===== config.mk =====
export PLATFORM = sky130hd
export DESIGN_NAME = collision_game_state
export DESIGN_NICKNAME = d
export VERILOG_FILES = /design/src/rtl/game_pkg.sv /design/src/rtl/vsync_edge.sv /design/src/rtl/collision_game_state.sv
export SDC_FILE = /design/constraint.sdc
export NUM_CORES = 1
export LEC_CHECK = 0
export CELL_PAD_IN_SITES_DETAIL_PLACEMENT = 2
export CELL_PAD_IN_SITES_GLOBAL_PLACEMENT = 2
export CORE_AREA = 2 2 87 89
export CTS_BUF_LIST = sky130_fd_sc_hd__clkbuf_8
export DETAILED_ROUTE_END_ITERATION = 10
export DIE_AREA = 0 0 89 91
export GPL_TIMING_DRIVEN = 0
export MAX_ROUTING_LAYER = met4
export PLACE_DENSITY_LB_ADDON = 0.05
export SLEW_MARGIN = 40
export SYNTH_ARGS = -nofsm -noshare
export SYNTH_HDL_FRONTEND = slang
export SYNTH_SLANG_ARGS = --single-unit

===== constraint.sdc =====
create_clock -name i_clk -period 6.2 [get_ports i_clk]
set_input_delay 1.24 -clock i_clk [delete_from_list [all_inputs] [get_ports i_clk]]
set_output_delay 1.24 -clock i_clk [all_outputs]
set_load 0.05 [all_outputs]

===== src/rtl/game_pkg.sv =====
// Shared types and defaults for the collision/game-state logic and the sprite blocks.
package game_pkg;

    typedef enum logic [1:0] {
        PLAY     = 2'd0,
        INVULN   = 2'd1,
        DEAD     = 2'd2,
        FINISHED = 2'd3
    } game_state_e;

    localparam int DEF_LIVES         = 3;
    localparam int DEF_HIT_THRESHOLD = 16;
    localparam int DEF_INVULN_FRAMES = 60;
    localparam int FRAME_CNT_W       = 16;

    function automatic logic [FRAME_CNT_W-1:0] frame_sat_inc(input logic [FRAME_CNT_W-1:0] v);
        return (&v) ? v : v + 1'b1;
    endfunction

endpackage


===== src/rtl/vsync_edge.sv =====
// Registers v_sync and produces a one-cycle frame_tick on its rising edge.
module vsync_edge (
    input  logic i_clk,
    input  logic i_rst,
    input  logic i_v_sync,
    output logic o_frame_tick
);

    logic v_sync_q;

    // NOTE: sequential state is assigned with <= so every flop samples pre-edge values.
    always_ff @(posedge i_clk or posedge i_rst) begin
        if (i_rst) v_sync_q <= 1'b0;
        else       v_sync_q <= i_v_sync;
    end

    assign o_frame_tick = i_v_sync & ~v_sync_q;

endmodule


===== src/rtl/collision_game_state.sv =====
// Per-frame collision accounting, lives and PLAY/INVULN/DEAD/FINISHED state.
// Optional player blink output enabled by defining COLLISION_HIT_FLASH_EN.
module collision_game_state
    import game_pkg::*;
#(
    parameter int N_OBST        = 4,
    parameter int LIVES         = DEF_LIVES,
    parameter int HIT_THRESHOLD = DEF_HIT_THRESHOLD,
    parameter int INVULN_FRAMES = DEF_INVULN_FRAMES,
    parameter int CNT_W         = 12
) (
    input  logic                   i_clk,
    input  logic                   i_rst,
    input  logic                   i_v_sync,
    input  logic                   i_player_hit,
    input  logic [N_OBST-1:0]      i_obstacle_hit,
    input  logic                   i_goal_hit,
    input  logic                   i_restart,
    output logic                   o_is_dead,
    output logic                   o_is_finished,
    output logic [3:0]             o_lives,
    output logic [1:0]             o_state,
    output logic [FRAME_CNT_W-1:0] o_frame_count,
    output logic                   o_flash
);

    localparam logic [CNT_W-1:0] CNT_MAX = {CNT_W{1'b1}};

    logic frame_tick;
    logic overlap;
    logic goal_px;
    logic hit;

    game_state_e            state_q;
    logic [3:0]             lives_q;
    logic [CNT_W-1:0]       cnt_q, cnt_d;
    logic                   goal_seen_q, goal_seen_d;
    logic [7:0]             invuln_q;
    logic [FRAME_CNT_W-1:0] frame_cnt_q;
    logic                   is_dead_q;
    logic                   is_finished_q;

    vsync_edge u_vsync_edge (
        .i_clk        (i_clk),
        .i_rst        (i_rst),
        .i_v_sync     (i_v_sync),
        .o_frame_tick (frame_tick)
    );

    assign overlap = i_player_hit & (|i_obstacle_hit);
    assign goal_px = i_player_hit & i_goal_hit;
    assign hit     = (cnt_q >= CNT_W'(HIT_THRESHOLD));

    // The tick cycle's own pixel seeds the next frame; evaluation uses the pre-tick values.
    always_comb begin
        // NOTE: defaults first so no path leaves a variable unassigned (no latch).
        cnt_d       = cnt_q;
        goal_seen_d = goal_seen_q;
        if (i_restart) begin
            cnt_d       = '0;
            goal_seen_d = 1'b0;
        end else if (frame_tick) begin
            cnt_d       = CNT_W'(overlap);
            goal_seen_d = goal_px;
        end else begin
            if (overlap && (cnt_q != CNT_MAX)) cnt_d = cnt_q + 1'b1;
            if (goal_px) goal_seen_d = 1'b1;
        end
    end

    always_ff @(posedge i_clk or posedge i_rst) begin
        if (i_rst) begin
            state_q       <= PLAY;
            lives_q       <= 4'(LIVES);
            cnt_q         <= '0;
            goal_seen_q   <= 1'b0;
            invuln_q      <= '0;
            frame_cnt_q   <= '0;
            is_dead_q     <= 1'b0;
            is_finished_q <= 1'b0;
        end else begin
            cnt_q       <= cnt_d;
            goal_seen_q <= goal_seen_d;
            if (i_restart) begin
                state_q       <= PLAY;
                lives_q       <= 4'(LIVES);
                invuln_q      <= '0;
                frame_cnt_q   <= '0;
                is_dead_q     <= 1'b0;
                is_finished_q <= 1'b0;
            end else if (frame_tick) begin
                case (state_q)
                    PLAY: begin
                        frame_cnt_q <= frame_sat_inc(frame_cnt_q);
                        if (goal_seen_q) begin
                            state_q       <= FINISHED;
                            is_finished_q <= 1'b1;
                        end else if (hit) begin
                            if (lives_q == 4'd1) begin
                                lives_q   <= 4'd0;
                                state_q   <= DEAD;
                                is_dead_q <= 1'b1;
                            end else begin
                                lives_q  <= lives_q - 4'd1;
                                state_q  <= INVULN;
                                invuln_q <= 8'(INVULN_FRAMES - 1);
                            end
                        end
                    end
                    INVULN: begin
                        frame_cnt_q <= frame_sat_inc(frame_cnt_q);
                        if (goal_seen_q) begin
                            state_q       <= FINISHED;
                            is_finished_q <= 1'b1;
                        end else if (invuln_q == 8'd0) begin
                            state_q <= PLAY;
                        end else begin
                            invuln_q <= invuln_q - 8'd1;
                        end
                    end
                    default: ;
                endcase
            end
        end
    end

`ifdef COLLISION_HIT_FLASH_EN
    logic [2:0] flash_cnt_q;

    // Held at zero outside INVULN, so it starts from zero on every entry.
    always_ff @(posedge i_clk or posedge i_rst) begin
        if (i_rst)                   flash_cnt_q <= '0;
        else if (i_restart)          flash_cnt_q <= '0;
        else if (state_q != INVULN)  flash_cnt_q <= '0;
        else if (frame_tick)         flash_cnt_q <= flash_cnt_q + 3'd1;
    end

    assign o_flash = (state_q == INVULN) & flash_cnt_q[2];
`else
    assign o_flash = 1'b0;
`endif

    assign o_is_dead     = is_dead_q;
    assign o_is_finished = is_finished_q;
    assign o_lives       = lives_q;
    assign o_state       = state_q;
    assign o_frame_count = frame_cnt_q;

endmodule


==> key figures <==
Status
  – Status: completed

Synthesis
  – Synth Area in Adders: 0.0323
  – Post-Synthesis Cells: 283
  – Ys Warns: 0
  – Synthesized flop and latch total: 46
  – Number of synthesized flops with an enable pin: 0
  – Synth cell types: 63
  – Syn_area_per_cell: roughly 9.6 sq um
  – Syn_nets: 300
  – Largest area contributor in the synthesized netlist: dfrtp_1
  – Main synth FF type: dfrtp_1
  – Synth Cell Area: 0.00271 sq mm
  – Synth area leaders: dfrtp_1 41%, nor2_1 5.0%, ha_1 3.2%
  – Top cell type's share of synthesized area: 0.406
  – XOR/XNOR share of the synthesized area: 0.0420
  – Multiplexer share of the synthesized area: 0.0162
  – Top cells by count, synth: 44 x dfrtp_1, 36 x nor2_1, 16 x inv_1
  – Ys async rst share: 1.00
  – Main combinational cell family by area after synthesis: simple AND/OR/NAND/NOR gates
  – Compound-cell area share of the yosys netlist: 0.165
  – Post-Synth Simple-Gate Area: 0.269
  – Post-synthesis sequential area ratio: 0.426
  – Count leader, synth: dfrtp_1

Floorplanning
  – DIE AREA: 0.00810 sq mm
  – IO Pins: 35
  – Core area: 0.00714 sq mm
  – Initial Util: 0.380
  – Core Rows: 31
  – Die span in x: approximately 90 um
  – Chip Height: slightly above 90 um

STA
  – Clock Skews: 0.00359 ns
  – Post-route setup TNS: 0 ns
  – # setup viols final: 0
  – Pins Over Slew Limit: 0
  – Endpoints failing hold: 0
  – RSZ-0062 raised after global routing: no
  – Period minus WS final: 3.08 ns
  – Final worst slack: 3.12 ns
  – Peak Freq: 324 MHz
  – Rel. slew slack: 0.462
  – Tightest Pin Transition: 0.797 ns
  – Part of the cycle the worst path needs: 0.497

Pwr
  – Worst vdd ir: between 60 and 70 uV
  – PD cells: about 250 mW/mm^2
  – Static Leak: roughly 1.3 nW

Placement
  – Setup slack after placement: roughly 2.8 ns
  – Cell count after placement: 416
  – Placer congestion estimate: 0.795
  – I/O Buffers: 33
  – HPWL after DPL: 5440 um

Drt
  – Drt total wl: 7560 um
  – # DRC: 0
  – DR vias/cell: 5.57
  – DRT Pass-1 Iters: 4
  – Vias: 2357
  – Starting DRT DRC Count: 45
  – Drt wl/cell: 17.9 um
  – ANT nets after route: 0

Critical path
  – Worst R2R Setup Slack: 3.78 ns
  – Crit path to: o_frame_count[13]
  – Arr. time, crit path: 3.25 ns
  – Worst path required time: 6.37 ns
  – WS Path Type: input pin to register
  – CP Capture Type: register
  – FF-to-FF path depth: 6
  – Worst Setup Start Kind: input pin
  – FF-to-FF End: invuln_q[5]
  – Max FO, Critical Path: 5
  – Crit path from: i_v_sync
  – Reg-to-Reg Start: o_lives[0]

Clock network
  – Maximum clock path buffer count: 2
  – Clock transition at path regs: 0.09 ns
  – Root Driver: clkbuf_8
  – CTS tree: built
  – Clk sinks: 46
  – Post-CTS resize count: 0
  – Post-CTS Setup Bufs: 0
  – H-tree levels: 2
  – Clock latency on the worst-skew pair: 0.30 ns
  – Total CTS buffers: 5
  – Hold_buf cts: 0

Finish
  – Non-Filler Instances: roughly 420
  – Final core utilization: 0.458
  – Ant. Diodes: 0
  – Area delta synth->final: 20.7%
  – Layout cell share with drive strength beyond 1: 0.108
  – Nets: 341

Run
  – Max Cap Viol: 0

Worst hold path
  – Type of the tightest min-delay check: register to register

Global routing
  – Total grt overflow: 0
  – Initial antenna violation count: 0
  – Largest net degree at the start of global routing: 35
  – Vias in the first global route: 2568
  – First-pass GRT wire length: 13100 um
  – GR Util All Layers: 0.212
[per-stage QoR]
| step | instance area, sq um | hold WS, ns | power [W] |
|---|---|---|---|
| 3_5_place_dp | 3190 | 0.515 | 0.000645 |
| 4_1_cts | 3270 | 0.530 | 0.000827 |
| 2_1_floorplan | 2710 | 0.520 | 0.000559 |
| 6_report | 3270 | 0.523 | 0.000814 |
| 3_3_place_gp | 3160 | 0.505 | 0.000632 |
| 5_1_grt | 3270 | 0.568 | 0.000873 |
[cell families after synthesis]
family	count (synthesis)
AND/OR/NAND/NOR	126
AO/OA/AOI/OAI	60
flip-flops	46
buffers and inverters	26
XOR/XNOR	13
adder cells (fa/ha/maj)	7
multiplexers	4
other	1
[where the power goes]
| group | internal, W | total (W) | switching [W] |
|---|---|---|---|
| sequential | 0.000331 | 0.000374 | 0.0000431 |
| clock | 0.0000747 | 0.000177 | 0.000102 |
| combinational | 0.000104 | 0.000263 | 0.000159 |
| total | 0.000510 | 0.000814 | 0.000304 |
[placed cells by master, fill, tap and decap left out, types with 7 or more instances in the layout]
cell type / n
a21oi_1: 14
clkbuf_8: 7
clkdlybuf4s50_1: 33
dfrtp_1: 44
ha_1: 7
inv_1: 17
nand2_1: 11
nand2b_1: 7
nand3_1: 15
nor2_1: 36
nor3_1: 10
o21ai_0: 7
xnor2_1: 7
[how the worst min path moves through the flow]
stage / startpoint / endpoint / slack, ns / cells after the start
CTS: o_is_dead / o_is_dead / 0.53 / 2
global placement: o_lives[0] / o_lives[0] / 0.50 / 2
detailed placement: o_is_dead / o_is_dead / 0.51 / 2
finish: o_is_dead / o_is_dead / 0.52 / 2
global route: o_is_dead / o_is_dead / 0.57 / 2
floorplan: invuln_q[1] / invuln_q[1] / 0.52 / 1
[state kept, by name (all words and copies together), names as in the netlist, 2 cells and up]
register and count:
cnt_q 12, invuln_q 8, o_frame_count 16, o_lives 4, o_state 2
[per-layer routing]
metal / global-route usage / routed length, um
met1: 0.289 / 3730
met2: 0.335 / 3640
met3: 0.0336 / 150
met4: 0.0435 / 40
met5: - / 0
[area by class of cell]
type / count / area [sq um]
fillers: 812 / 3870
multi-input cells: 211 / 1430
flip-flops and latches: 46 / 1150
repair buffers: 34 / 350
well taps: 99 / 124
plain buffers: 10 / 70.1
clock buffers: 5 / 68.8
inverters: 16 / 62.6
clock inverters: 2 / 7.51
[critical path, stage by stage]
cell	delay [ns]
clkdlybuf4s50_1	0.54
nor3b_4	0.34
o2111ai_1	0.27
a2111oi_0	0.61
xnor2_1	0.19
nor2_1	0.05
Note: power is estimated with default switching activity, not from simulation.
